===== src/rtl/cam_pkg.sv =====
`default_nettype none
// ============================================================================
// Module  : cam_pkg
// Brief   : Shared FSM state encoding and default geometry for the OV7670
//           capture block.
// Rev     : 1.0
// ============================================================================
package cam_pkg;

  typedef enum logic [1:0] {
    SKIP       = 2'd0,
    WAIT_FRAME = 2'd1,
    BYTE_HI    = 2'd2,
    BYTE_LO    = 2'd3
  } cam_state_t;

  localparam int c_default_h_pixels    = 640;
  localparam int c_default_v_lines     = 480;
  localparam int c_default_skip_frames = 2;

endpackage
`default_nettype wire


===== src/rtl/cam_edge_det.sv =====
`default_nettype none
// ============================================================================
// Module  : cam_edge_det
// Brief   : Registers one camera strobe and flags its rising/falling edges
//           against the live input.
// Rev     : 1.0
// ============================================================================
module cam_edge_det (
  input  logic clk,
  input  logic rst_n,
  input  logic sig,
  output logic rise,
  output logic fall
);

  logic r_sig_d;

  always_ff @(posedge clk or negedge rst_n) begin
    if (!rst_n) begin
      r_sig_d <= 1'b0;
    end else begin
      r_sig_d <= sig;
    end
  end

  assign rise = sig & ~r_sig_d;
  assign fall = ~sig & r_sig_d;

endmodule
`default_nettype wire


===== src/rtl/ov7670_capture.sv =====
`default_nettype none
// ============================================================================
// Module  : ov7670_capture
// Brief   : Assembles OV7670 byte pairs into RGB565 FIFO writes; defining
//           CAM_DECIMATE_EN keeps only even pixels on even lines.
// Rev     : 1.0
// ============================================================================
module ov7670_capture
  import cam_pkg::*;
#(
  parameter int H_PIXELS    = c_default_h_pixels,
  parameter int V_LINES     = c_default_v_lines,
  parameter int SKIP_FRAMES = c_default_skip_frames
) (
  input  logic        clk,
  input  logic        rst_n,
  input  logic        cam_vsync,
  input  logic        cam_href,
  input  logic [7:0]  cam_data,
  input  logic        full_fifo,
  output logic        wr_en,
  output logic [15:0] dout,
  output logic        frame_start,
  output logic        overflow
);

  localparam int c_pix_w  = $clog2(H_PIXELS + 1);
  localparam int c_line_w = $clog2(V_LINES + 1);
  localparam int c_skip_w = (SKIP_FRAMES > 0) ? $clog2(SKIP_FRAMES + 1) : 1;

  localparam logic [c_pix_w-1:0]  c_pix_max   = c_pix_w'(H_PIXELS);
  localparam logic [c_line_w-1:0] c_line_last = c_line_w'(V_LINES - 1);
  localparam logic [c_skip_w-1:0] c_skip_last = c_skip_w'(SKIP_FRAMES - 1);

  cam_state_t          r_state;
  logic [c_skip_w-1:0] r_skip_cnt;
  logic [c_pix_w-1:0]  r_pix_cnt;
  logic [c_line_w-1:0] r_line_cnt;
  logic [7:0]          r_hi;

  logic w_vs_rise;
  logic w_vs_fall;
  logic w_href_rise;
  logic w_href_fall;
  logic w_keep;

  cam_edge_det u_vsync_edge (
    .clk   (clk),
    .rst_n (rst_n),
    .sig   (cam_vsync),
    .rise  (w_vs_rise),
    .fall  (w_vs_fall)
  );

  cam_edge_det u_href_edge (
    .clk   (clk),
    .rst_n (rst_n),
    .sig   (cam_href),
    .rise  (w_href_rise),
    .fall  (w_href_fall)
  );

`ifdef CAM_DECIMATE_EN
  assign w_keep = ~r_pix_cnt[0] & ~r_line_cnt[0];
`else
  assign w_keep = 1'b1;
`endif

  always_ff @(posedge clk or negedge rst_n) begin
    if (!rst_n) begin
      r_state     <= SKIP;
      r_skip_cnt  <= '0;
      r_pix_cnt   <= '0;
      r_line_cnt  <= '0;
      r_hi        <= '0;
      wr_en       <= 1'b0;
      dout        <= '0;
      frame_start <= 1'b0;
      overflow    <= 1'b0;
    end else begin
      wr_en       <= 1'b0;
      frame_start <= 1'b0;
      case (r_state)
        SKIP: begin
          if (SKIP_FRAMES == 0) begin
            r_state <= WAIT_FRAME;
          end else if (w_vs_fall) begin
            if (r_skip_cnt == c_skip_last) begin
              r_state <= WAIT_FRAME;
            end else begin
              r_skip_cnt <= r_skip_cnt + 1'b1;
            end
          end
        end
        WAIT_FRAME: begin
          if (w_vs_fall) begin
            frame_start <= 1'b1;
            overflow    <= 1'b0;
            r_line_cnt  <= '0;
            r_pix_cnt   <= '0;
            r_state     <= BYTE_HI;
          end
        end
        BYTE_HI, BYTE_LO: begin
          // An early vsync aborts the frame before any line/pixel bookkeeping.
          if (w_vs_rise) begin
            r_state <= WAIT_FRAME;
          end else if (w_href_fall) begin
            r_pix_cnt  <= '0;
            r_line_cnt <= r_line_cnt + 1'b1;
            r_state    <= (r_line_cnt == c_line_last) ? WAIT_FRAME : BYTE_HI;
          end else if (cam_href) begin
            if (r_state == BYTE_HI) begin
              if (w_href_rise) begin
                r_pix_cnt <= '0;
              end
              r_hi    <= cam_data;
              r_state <= BYTE_LO;
            end else begin
              r_state <= BYTE_HI;
              if (r_pix_cnt != c_pix_max) begin
                r_pix_cnt <= r_pix_cnt + 1'b1;
                if (w_keep) begin
                  if (full_fifo) begin
                    overflow <= 1'b1;
                  end else begin
                    wr_en <= 1'b1;
                    dout  <= {r_hi, cam_data};
                  end
                end
              end
            end
          end
        end
        default: r_state <= SKIP;
      endcase
    end
  end

endmodule
`default_nettype wire

===== config.mk =====
export PLATFORM = sky130hd
export DESIGN_NAME = ov7670_capture
export DESIGN_NICKNAME = d
export VERILOG_FILES = /design/src/rtl/cam_pkg.sv /design/src/rtl/cam_edge_det.sv /design/src/rtl/ov7670_capture.sv
export SDC_FILE = /design/constraint.sdc
export NUM_CORES = 1
export LEC_CHECK = 0
export BUFFER_PORTS_ARGS = -buffer_cell sky130_fd_sc_hd__buf_4
export CAP_MARGIN = 5
export CORE_ASPECT_RATIO = 1.75
export CORE_UTILIZATION = 51
export DETAILED_ROUTE_END_ITERATION = 10
export PLACE_DENSITY_LB_ADDON = 0.05
export SLEW_MARGIN = 0
export SYNTH_ARGS = -nofsm -noshare
export SYNTH_HDL_FRONTEND = slang
export SYNTH_SLANG_ARGS = --single-unit

===== constraint.sdc =====
create_clock -name clk -period 2.4 [get_ports clk]
set_clock_uncertainty 0.15 [all_clocks]
set_input_delay 0.36 -clock clk [delete_from_list [all_inputs] [get_ports clk]]
set_output_delay 0.36 -clock clk [all_outputs]
set_load 0.1 [all_outputs]

# Word level (Yosys, flattened, before mapping)
# Index checks and enable logic that the tools add are counted.
dict set report totals {
  reg_bits 52
  input_bits 13
  out_inout_bits 19
  elab_cells 95
}
dict set report classes {
  addsub 3
  eq_ne 20
  mux 38
  bitwise_logic 13
  n_reduce_logical 10
}
# operator count
set ops {}
lappend ops {{10-bit two-way mux} 7}
lappend ops {{9-bit two-way mux} 3}
lappend ops {{10-bit case mux with 2 select lines} 1}
lappend ops {{9-bit case mux with 2 select lines} 1}
lappend ops {{1-bit two-way mux} 17}
lappend ops {{2-bit two-way mux} 7}
lappend ops {{2-bit inequality test (second input constant)} 7}
lappend ops {{10-bit by 1-bit adder with 10-bit output (second input constant)} 1}
lappend ops {{10-bit inequality test (second input constant)} 1}
lappend ops {{9-bit by 1-bit adder with 9-bit output (second input constant)} 1}
lappend ops {{9-bit equality test (second input constant)} 1}
lappend ops {{1-bit NOT} 9}
lappend ops {{4-bit by 2-bit inequality test with 1-bit output (second input constant)} 2}
lappend ops {{4-bit AND reduction} 2}
lappend ops {{8-bit AND reduction} 1}
lappend ops {{7-bit AND reduction} 1}
lappend ops {{2-bit by 1-bit inequality test with 1-bit output (second input constant)} 3}
lappend ops {{2-bit case mux with 3 select lines} 1}
lappend ops {{6-bit AND reduction} 1}
lappend ops {{5-bit AND reduction} 1}
lappend ops {{1-bit AND} 4}
lappend ops {{2-bit by 1-bit equality test with 1-bit output (second input constant)} 2}
lappend ops {{2-bit equality test (second input constant)} 2}
lappend ops {{4-bit by 3-bit inequality test with 1-bit output (second input constant)} 1}
lappend ops {{other kinds (7)} 7}

# Logic depth before layout (Yosys ltp)
# Gate-level depths: netlist of run 1.
dict set report logic_depth {
  depth_word 8
  depth_mapped 9
  depth_no_buf 7
}

# Modules after synthesis
# A second synthesis of run 1 with hierarchy kept.
dict set report unflattened {
  hier_cells 206
  area_unflattened_um2 2482.4
}
# module n_inst cells_each area_per_inst_um2 seq_area_each_um2
set by_module_without_submodules {}
lappend by_module_without_submodules {ov7670_capture 1 200 2402.3 1251.2}
lappend by_module_without_submodules {cam_edge_det 2 3 40.0 25.0}

# Worst setup path after synthesis of run 1
# OpenSTA, ideal clock, no wires.
dict set report synth_path {
  kind {input to register}
  from {in cam_href}
  to {reg dout[0]}
  setup_ns 0.125
  t_arrival_ns 1.848
  required_ns 2.125
  slack_ns 0.276
  stages 9
  n_path_buf 3
  path_cell_list {inv_1 > ha_1 > buf_4 > nor2_4 > nand3_2 > or3_1 > buf_6 > buf_12 > mux2_4}
}
dict set report synth_between {
  elab_chain_cells 4
}
# element line
set synth_lines {}
lappend synth_lines {{start, declared} ov7670_capture.sv:18} ;# input logic cam_href,
lappend synth_lines {{1-bit NOT} cam_edge_det.sv:27} ;# assign fall = ~sig & r_sig_d;
lappend synth_lines {{1-bit AND} cam_edge_det.sv:27}
lappend synth_lines {{1-bit NOT (no source line)} n/a}
lappend synth_lines {{7-bit AND reduction (no source line) *} n/a}
lappend synth_lines {{end signal, assigned} ov7670_capture.sv:128} ;# dout <= {r_hi, cam_data};
lappend synth_lines {{end, declared} ov7670_capture.sv:22} ;# output logic [15:0] dout,
# Mark *: on every way between the ends. The rest lies on a longest branch, timed or not.
# A chain may end at the register's enable or synchronous reset.

# Worst setup path after layout of run 1
dict set report layout_path {
  from {reg r_pix_cnt[2]}
  to {reg dout[9]}
}
dict set report layout_between {
  elab_chain_cells 2
}
# element line
set layout_lines {}
lappend layout_lines {{start, declared} ov7670_capture.sv:37} ;# logic [c_pix_w-1:0] r_pix_cnt;
lappend layout_lines {{start signal, assigned} ov7670_capture.sv:122} ;# r_pix_cnt <= r_pix_cnt + 1'b1;
lappend layout_lines {{10-bit inequality test} ov7670_capture.sv:121} ;# if (r_pix_cnt != c_pix_max) begin
lappend layout_lines {{7-bit AND reduction (no source line)} n/a}
# No other way between the ends.

==> results.yml, run 1 <==
place:
  gp_congestion: 0.812
  dp_slack_ns: 0.179
  port_buffers: 31
  post-dp-hpwl_mm: 3.19
route:
  drtIter0Drc: 36
  vias: 1668
  drt_first_pass_iters: 4
  wl_per_cell_um: 14.8
  postRouteAntennaNets: 0
  viasPerCell: 5.58
  totalWireLength_mm: 4.41
  drc: 0
critical_path:
  reg2regPathDepth: 6
  cp_max_fo: 17
  crit_required_ns: 2.44
  startpoint_type: "flop"
  critPathKind: "reg -> reg"
  cp.arrival_ns: 2.20
  endpoint_kind: "flop"
grt:
  grt_max_degree: 53
  grt_pass1_vias: 1635
  grt_usage_pct: 19.6
  antenna_found_initial: 0
  grt_pass1_wl_mm: 7.22
  overflow: 0
clocking:
  cts_root_buffer: "clkbuf_8"
  cts_buffers: 5
  clk_pin_slew_ns: 0.09
  holdBufCountCts: 1
  h-tree-depth: 2
  cts_setup_buffers: 0
  clk_latency_ns: 0.30
  cts_buffer_depth: 2
  postCtsResizedCells: 0
  clock_sinks: 52
  cts_tree: "done"
synth:
  synthCells: 209
  synth_fp_nets: 227
  synthMuxAreaShare_pct: 12.5
  synthAdderAreaFrac_pct: 2.56
  synth_ff_type: "dfrtp_1"
  ys_warn_count: 0
  synth-seq-cells: 52
  synth-xor-area-share_pct: 3.95
  synth_seq_area_share_pct: 53.3
  postSynthAreaPerCell_um2: 11.7
  syn_area_mm2: 0.00244
  synth_top_family_by_area: "simple AND/OR/NAND/NOR gates"
  async_reset_ff_share_pct: 100
  synthTopCellsByCount: "52 x dfrtp_1, 15 x mux2_2, 15 x nand2_1, 15 x nor2_1, 11 x nand3_1"
  synth-simple-area-share_pct: 17.4
  ys_types: 41
  synth_compound_area_share_pct: 6.56
  netlist.area_leader.share_pct: 53.3
  synth.most_common_cell: "dfrtp_1"
  synth_edf_count: 0
  ys_top_cells_by_area: "dfrtp_1 53%, mux2_2 6.9%, mux2_4 5.5%"
  post-synth-top-area-cell: "dfrtp_1"
sta:
  report.final.slew_viol_count: 0
  setup_viol: 0
  fin_crit_ns: 2.16
  timing.final.crit_share_pct: 90.1
  max_freq_mhz: 463
  fin_ws_ns: 0.239
  rsz0062_at_grt: "false"
  tightest_slew_ns: 0.644
  timing.final.hold_violations: 0
  setup_tns_ns: 0
  slew_headroom_pct: 57.1
die:
  die_y_um: 93.5
  die_area_mm2: 0.00508
  initial_core_util_pct: 52.8
  core_mm2: 0.00462
  boundaryPins: 32
  core.rowCount: 33
  chipWidth_um: 54.3
power_and_ir_drop:
  power_mw: 3.89
  total_leakage_power_nw: 1.32
  vdd_drop_max_mv: 1.04
  p_per_area_mw_per_mm2: 1380
run:
  maxCapViolCount: 0
finish:
  final_nets: 265
  antenna_cells: 0
  drive_gt1_share_pct: 30.8
  nFillCells: 391
  syn2layout_area_growth_pct: 15.5
outcome:
  status: "finished, final reports clean"
worst_hold_path:
  holdCritPathClass: "in -> reg"
  hold_path_depth: 1
==> cells in the final DEF (no fill, tap or decap), drive strengths merged, types with 7 or more instances in the layout <==
cell | Yosys | final
dfrtp | 52 | 52
buf | 5 | 36
mux2 | 24 | 24
nor2 | 16 | 16
nand2 | 16 | 16
nand3 | 12 | 12
o21ai | 10 | 10
inv | 9 | 9
nand4 | 9 | 9
xnor2 | 7 | 7
==> metal layers <==
layer | global-route usage [%] | vias to the layer above | share of wire, %
met3 | 4.23 | 7 | 2.7
met4 | 7.91 | 0 | 2.0
met2 | 34.0 | 28 | 53
met5 | 0 | - | 0
met1 | 21.9 | 827 | 42
li1 | - | 806 | -
==> layout make-up <==
class                      count  area (um2)  share of cell area, %
clock buffer                   6        82.6                   2.93
multi-input combinational    142        1050                   37.2
sequential                    52        1300                   46.2
tap                           52        65.1                   2.31
inverter                       9        33.8                   1.20
timing repair buffer          37         280                   9.94
clock inverter                 1        8.76                  0.311
==> worst paths after layout <==
check	startpoint	end	slack (ns)
worst min register to register	r_skip_cnt[0]	r_skip_cnt[0]	0.34
worst max register to register	r_pix_cnt[2]	dout[9]	0.24
worst min-delay path	cam_vsync	u_vsync_edge.r_sig_d	0.05
max in group asynchronous	rst_n	r_hi[4]	1.19
min in group asynchronous	rst_n	r_pix_cnt[8]	0.47
worst max-delay path	r_pix_cnt[2]	dout[9]	0.24
==> logic make-up (layout without fill, tap and decap cells) <==
kind of cell / Yosys count / count (layout)
AO/OA/AOI/OAI: 25 / 25
XOR/XNOR: 11 / 11
adder cells (fa/ha/maj): 5 / 5
buffers and inverters: 15 / 53
flip-flops: 52 / 52
multiplexers: 24 / 24
AND/OR/NAND/NOR: 77 / 77
==> sequential cells by signal, indices dropped and copies added (netlist names) <==
register and flops:
dout 16, frame_start 1, overflow 1, r_hi 8, r_line_cnt 9, r_pix_cnt 10
r_skip_cnt 2, r_state 2, u_href_edge.r_sig_d 1, u_vsync_edge.r_sig_d 1, wr_en 1
==> worst max-delay path, stage by stage, from the launching register on <==
cell	delay, ns
dfrtp_1	0.45
nor4b_2	0.32
nand4_2	0.23
nand3_2	0.14
or3_1	0.11
buf_4	0.27
mux2_2	0.37
==> power by group <==
part	leakage (nW)	switching, mW	internal (mW)
Combinational	0.602	1.46	0.566
Clock	0.0473	0.272	0.230
Sequential	0.670	0.208	1.16
Total	1.32	1.93	1.95
==> through the flow <==
step                      hold slack [ns]  cell area (um2)  util [%]  instances
after floorplan                   -0.0856             2440         -        209
after CTS                          0.0392             2820      61.0        299
final                              0.0537             2820      61.0        299
after detailed placement            0.280             2720      58.8        291
after global placement              0.269             2720      58.8        291
after global routing               0.0341             2820      61.0        299
Note: power is estimated with default switching activity, not from simulation.
==> inputs of run 2 (changes only) <==
- CTS_CLUSTER_SIZE: not set -> 12
- RECOVER_POWER: not set -> 50
- SYNTH_HIERARCHICAL: not set -> 1
==> run 2 against run 1 <==
Utilization about the same. Largest cell class unchanged. Via count up 5.3%. Worst hold slack worse by 0.021 ns. First-iteration DRC count up 22%. Sequential power down 4%. Maximum frequency down 2.9%.
==> results.yml, run 2 <==
outcome:
  status: "finished, final reports clean"
clocking:
  cts_root_buffer: "clkbuf_8"
  cts_buffer_depth: 2
  clk_latency_ns: 0.30
  h-tree-depth: 2
  cts_buffers: 5
  clock_sinks: 52
  clk_pin_slew_ns: 0.09
  cts_tree: "done"
  cts_setup_buffers: 0
power_and_ir_drop:
  total_leakage_power_nw: 1.34
  p_per_area_mw_per_mm2: 1270
  power_frac_comb_pct: 50.8
  p_sw_share_pct: 49.7
  switchingPower_mw: 1.80
  internal_power_mw: 1.82
  pwr-share-clk_pct: 12.9
  vdd_drop_max_mv: 1.07
  p_seq_share_pct: 36.3
critical_path:
  cp_max_fo: 17
  cp-startpoint: "r_pix_cnt[4]"
  path_cells: "or4_4, or3_4, and3_1, buf_12, mux2_4"
  startpoint_type: "flop"
  critPathKind: "reg -> reg"
  crit_required_ns: 2.44
  max_stage_delay_ns: 0.54
  slowest_stage: "or4_4"
  endpoint_kind: "flop"
  cp.arrival_ns: 2.27
  reg2reg_from: "r_pix_cnt[4]"
die:
  chipWidth_um: 54.7
  die_area_mm2: 0.00516
  die_y_um: 94.3
  core_mm2: 0.00467
  core.rowCount: 33
  boundaryPins: 32
  initial_core_util_pct: 53.2
route:
  drtIter0Drc: 44
  wl_per_cell_um: 16.7
  postRouteAntennaNets: 0
  vias: 1757
  viasPerCell: 5.90
  totalWireLength_mm: 4.98
  drc: 0
  drt_first_pass_iters: 4
finish:
  drive_gt1_share_pct: 28.5
  final_cell_mix: "52 x dfrtp_1, 29 x buf_4, 16 x mux2_2, 13 x nor2_1, 10 x o31ai_1"
  largest_register_ffs: 16
  syn2layout_area_growth_pct: 14.6
  largestRegisters: "dout: 16 flops, r_pix_cnt: 10 flops, r_line_cnt: 9 flops"
  final_nets: 263
  final_area_mm2: 0.00284
  top_register: "dout"
  final_common_cell: "dfrtp_1"
  antenna_cells: 0
  nFillCells: 402
sta:
  setup_tns_ns: 0
  whs_ns: 0.0329
  max_freq_mhz: 449
  report.final.slew_viol_count: 0
  timing.final.hold_violations: 0
  setup_viol: 0
  tightest_slew_ns: 1.28
  timing.final.crit_share_pct: 92.8
  slew_headroom_pct: 14.5
  rsz0062_at_grt: "false"
  fin_crit_ns: 2.23
  fin_ws_ns: 0.174
grt:
  antenna_found_initial: 0
  grt_pass1_vias: 1798
  grt_max_degree: 53
  grt_pass1_wl_mm: 8.11
  overflow: 0
  grt_usage_pct: 22.0
synth:
  syn_area_mm2: 0.00248
  synth_ff_type: "dfrtp_1"
  synth.most_common_cell: "dfrtp_1"
  ys_top_cells_by_area: "dfrtp_1 52%, mux2_2 7.3%, mux2_4 5.4%"
  synth_seq_area_share_pct: 52.4
  post-synth-top-area-cell: "dfrtp_1"
  netlist.area_leader.share_pct: 52.4
  synth-seq-cells: 52
  ys_types: 48
  postSynthAreaPerCell_um2: 12.1
  async_reset_ff_share_pct: 100
  synth_edf_count: 0
  synthTopCellsByCount: "52 x dfrtp_1, 16 x mux2_2, 13 x nor2_1"
  ys_warn_count: 6
  synthCells: 206
  synth_fp_nets: 223
place:
  post-dp-hpwl_mm: 3.64
  place_area_mm2: 0.00279
  dp_slack_ns: 0.174
  gp_congestion: 0.852
  port_buffers: 31
run:
  maxCapViolCount: 0
worst_hold_path:
  holdCritPathClass: "in -> reg"
  min_from: "cam_vsync"
-- run 2: cell count changes after synthesis, sizes merged, moves of 4 or more --
cell	delta
o31ai	+8
nand3	-6
clkbuf	+4
xor2	+4
nand2	-8
xnor2	-7
or3	-4
-- run 2: cell families after synthesis --
kind of cell | share of synthesized area [%]
compound gates | 9.43
xor+xnor | 2.82
fa+ha+maj | 2.02
buf+inv | 3.78
flops | 52.4
mux | 13.9
simple gates | 15.6
-- run 2: cell type report --
class                           instances  area, um2  area share, %
Sequential cell                        52       1300           45.8
Multi-Input combinational cell        140       1090           38.2
Timing Repair Buffer                   41        287           10.1
Clock buffer                            5       68.8           2.42
Tap cell                               52       65.1           2.29
Inverter                                6       22.5          0.792
Clock inverter                          2       12.5          0.440
-- run 2: metrics by stage --
stage / total power, mW / util (%) / cells
after global routing: 3.80 / 61.0 / 298
after CTS: 3.68 / 61.7 / 298
after detailed placement: 3.21 / 59.8 / 290
after floorplan: 2.81 / - / 206
after global placement: 3.16 / 59.8 / 290
final: 3.62 / 61.0 / 298
-- run 2: path summary, 6_finish.rpt --
kind | to | slack, ns | cells after the start
worst max-delay path | dout[0] | 0.17 | 5
worst min-delay path | u_vsync_edge/r_sig_d | 0.03 | 1
worst max register to register | dout[0] | 0.17 | 5
worst min register to register | r_skip_cnt[0] | 0.34 | 1
max in group asynchronous | r_pix_cnt[7] | 0.61 | 2
min in group asynchronous | r_hi[7] | 0.71 | 2
-- run 2: per-layer routing --
layer | part of all wire (%) | vias to the layer above | global-route usage [%]
met3 | 3.4 | 4 | 4.37
li1 | - | 827 | -
met4 | 1.0 | 0 | 7.05
met5 | 0 | - | 0
met2 | 57 | 42 | 39.9
met1 | 38 | 884 | 23.8
-- run 2: power groups by stage --
stage | clock, mW | sequential, mW | combinational (mW)
CTS | 0.485 | 1.32 | 1.88
detailed placement | 0 | 1.33 | 1.88
floorplan | 0 | 2.27 | 0.539
global route | 0.519 | 1.35 | 1.92
global placement | 0 | 1.31 | 1.85
finish | 0.468 | 1.31 | 1.84
-- run 2: worst max-delay path: cells and delay by family (launching register included) --
kind	cells	cell delay [ns]
DFF	1	0.39
muxes	1	0.30
and+or+nand+nor	3	1.12
buffers and inverters	1	0.16
-- run 2: what timing repair did --
action | 4_1_cts | 5_1_grt
gates resized for setup | 0 | 0
endpoints found under the hold margin | 52 | 0
setup endpoints to repair | 0 | 0
hold buffers | 1 | 0
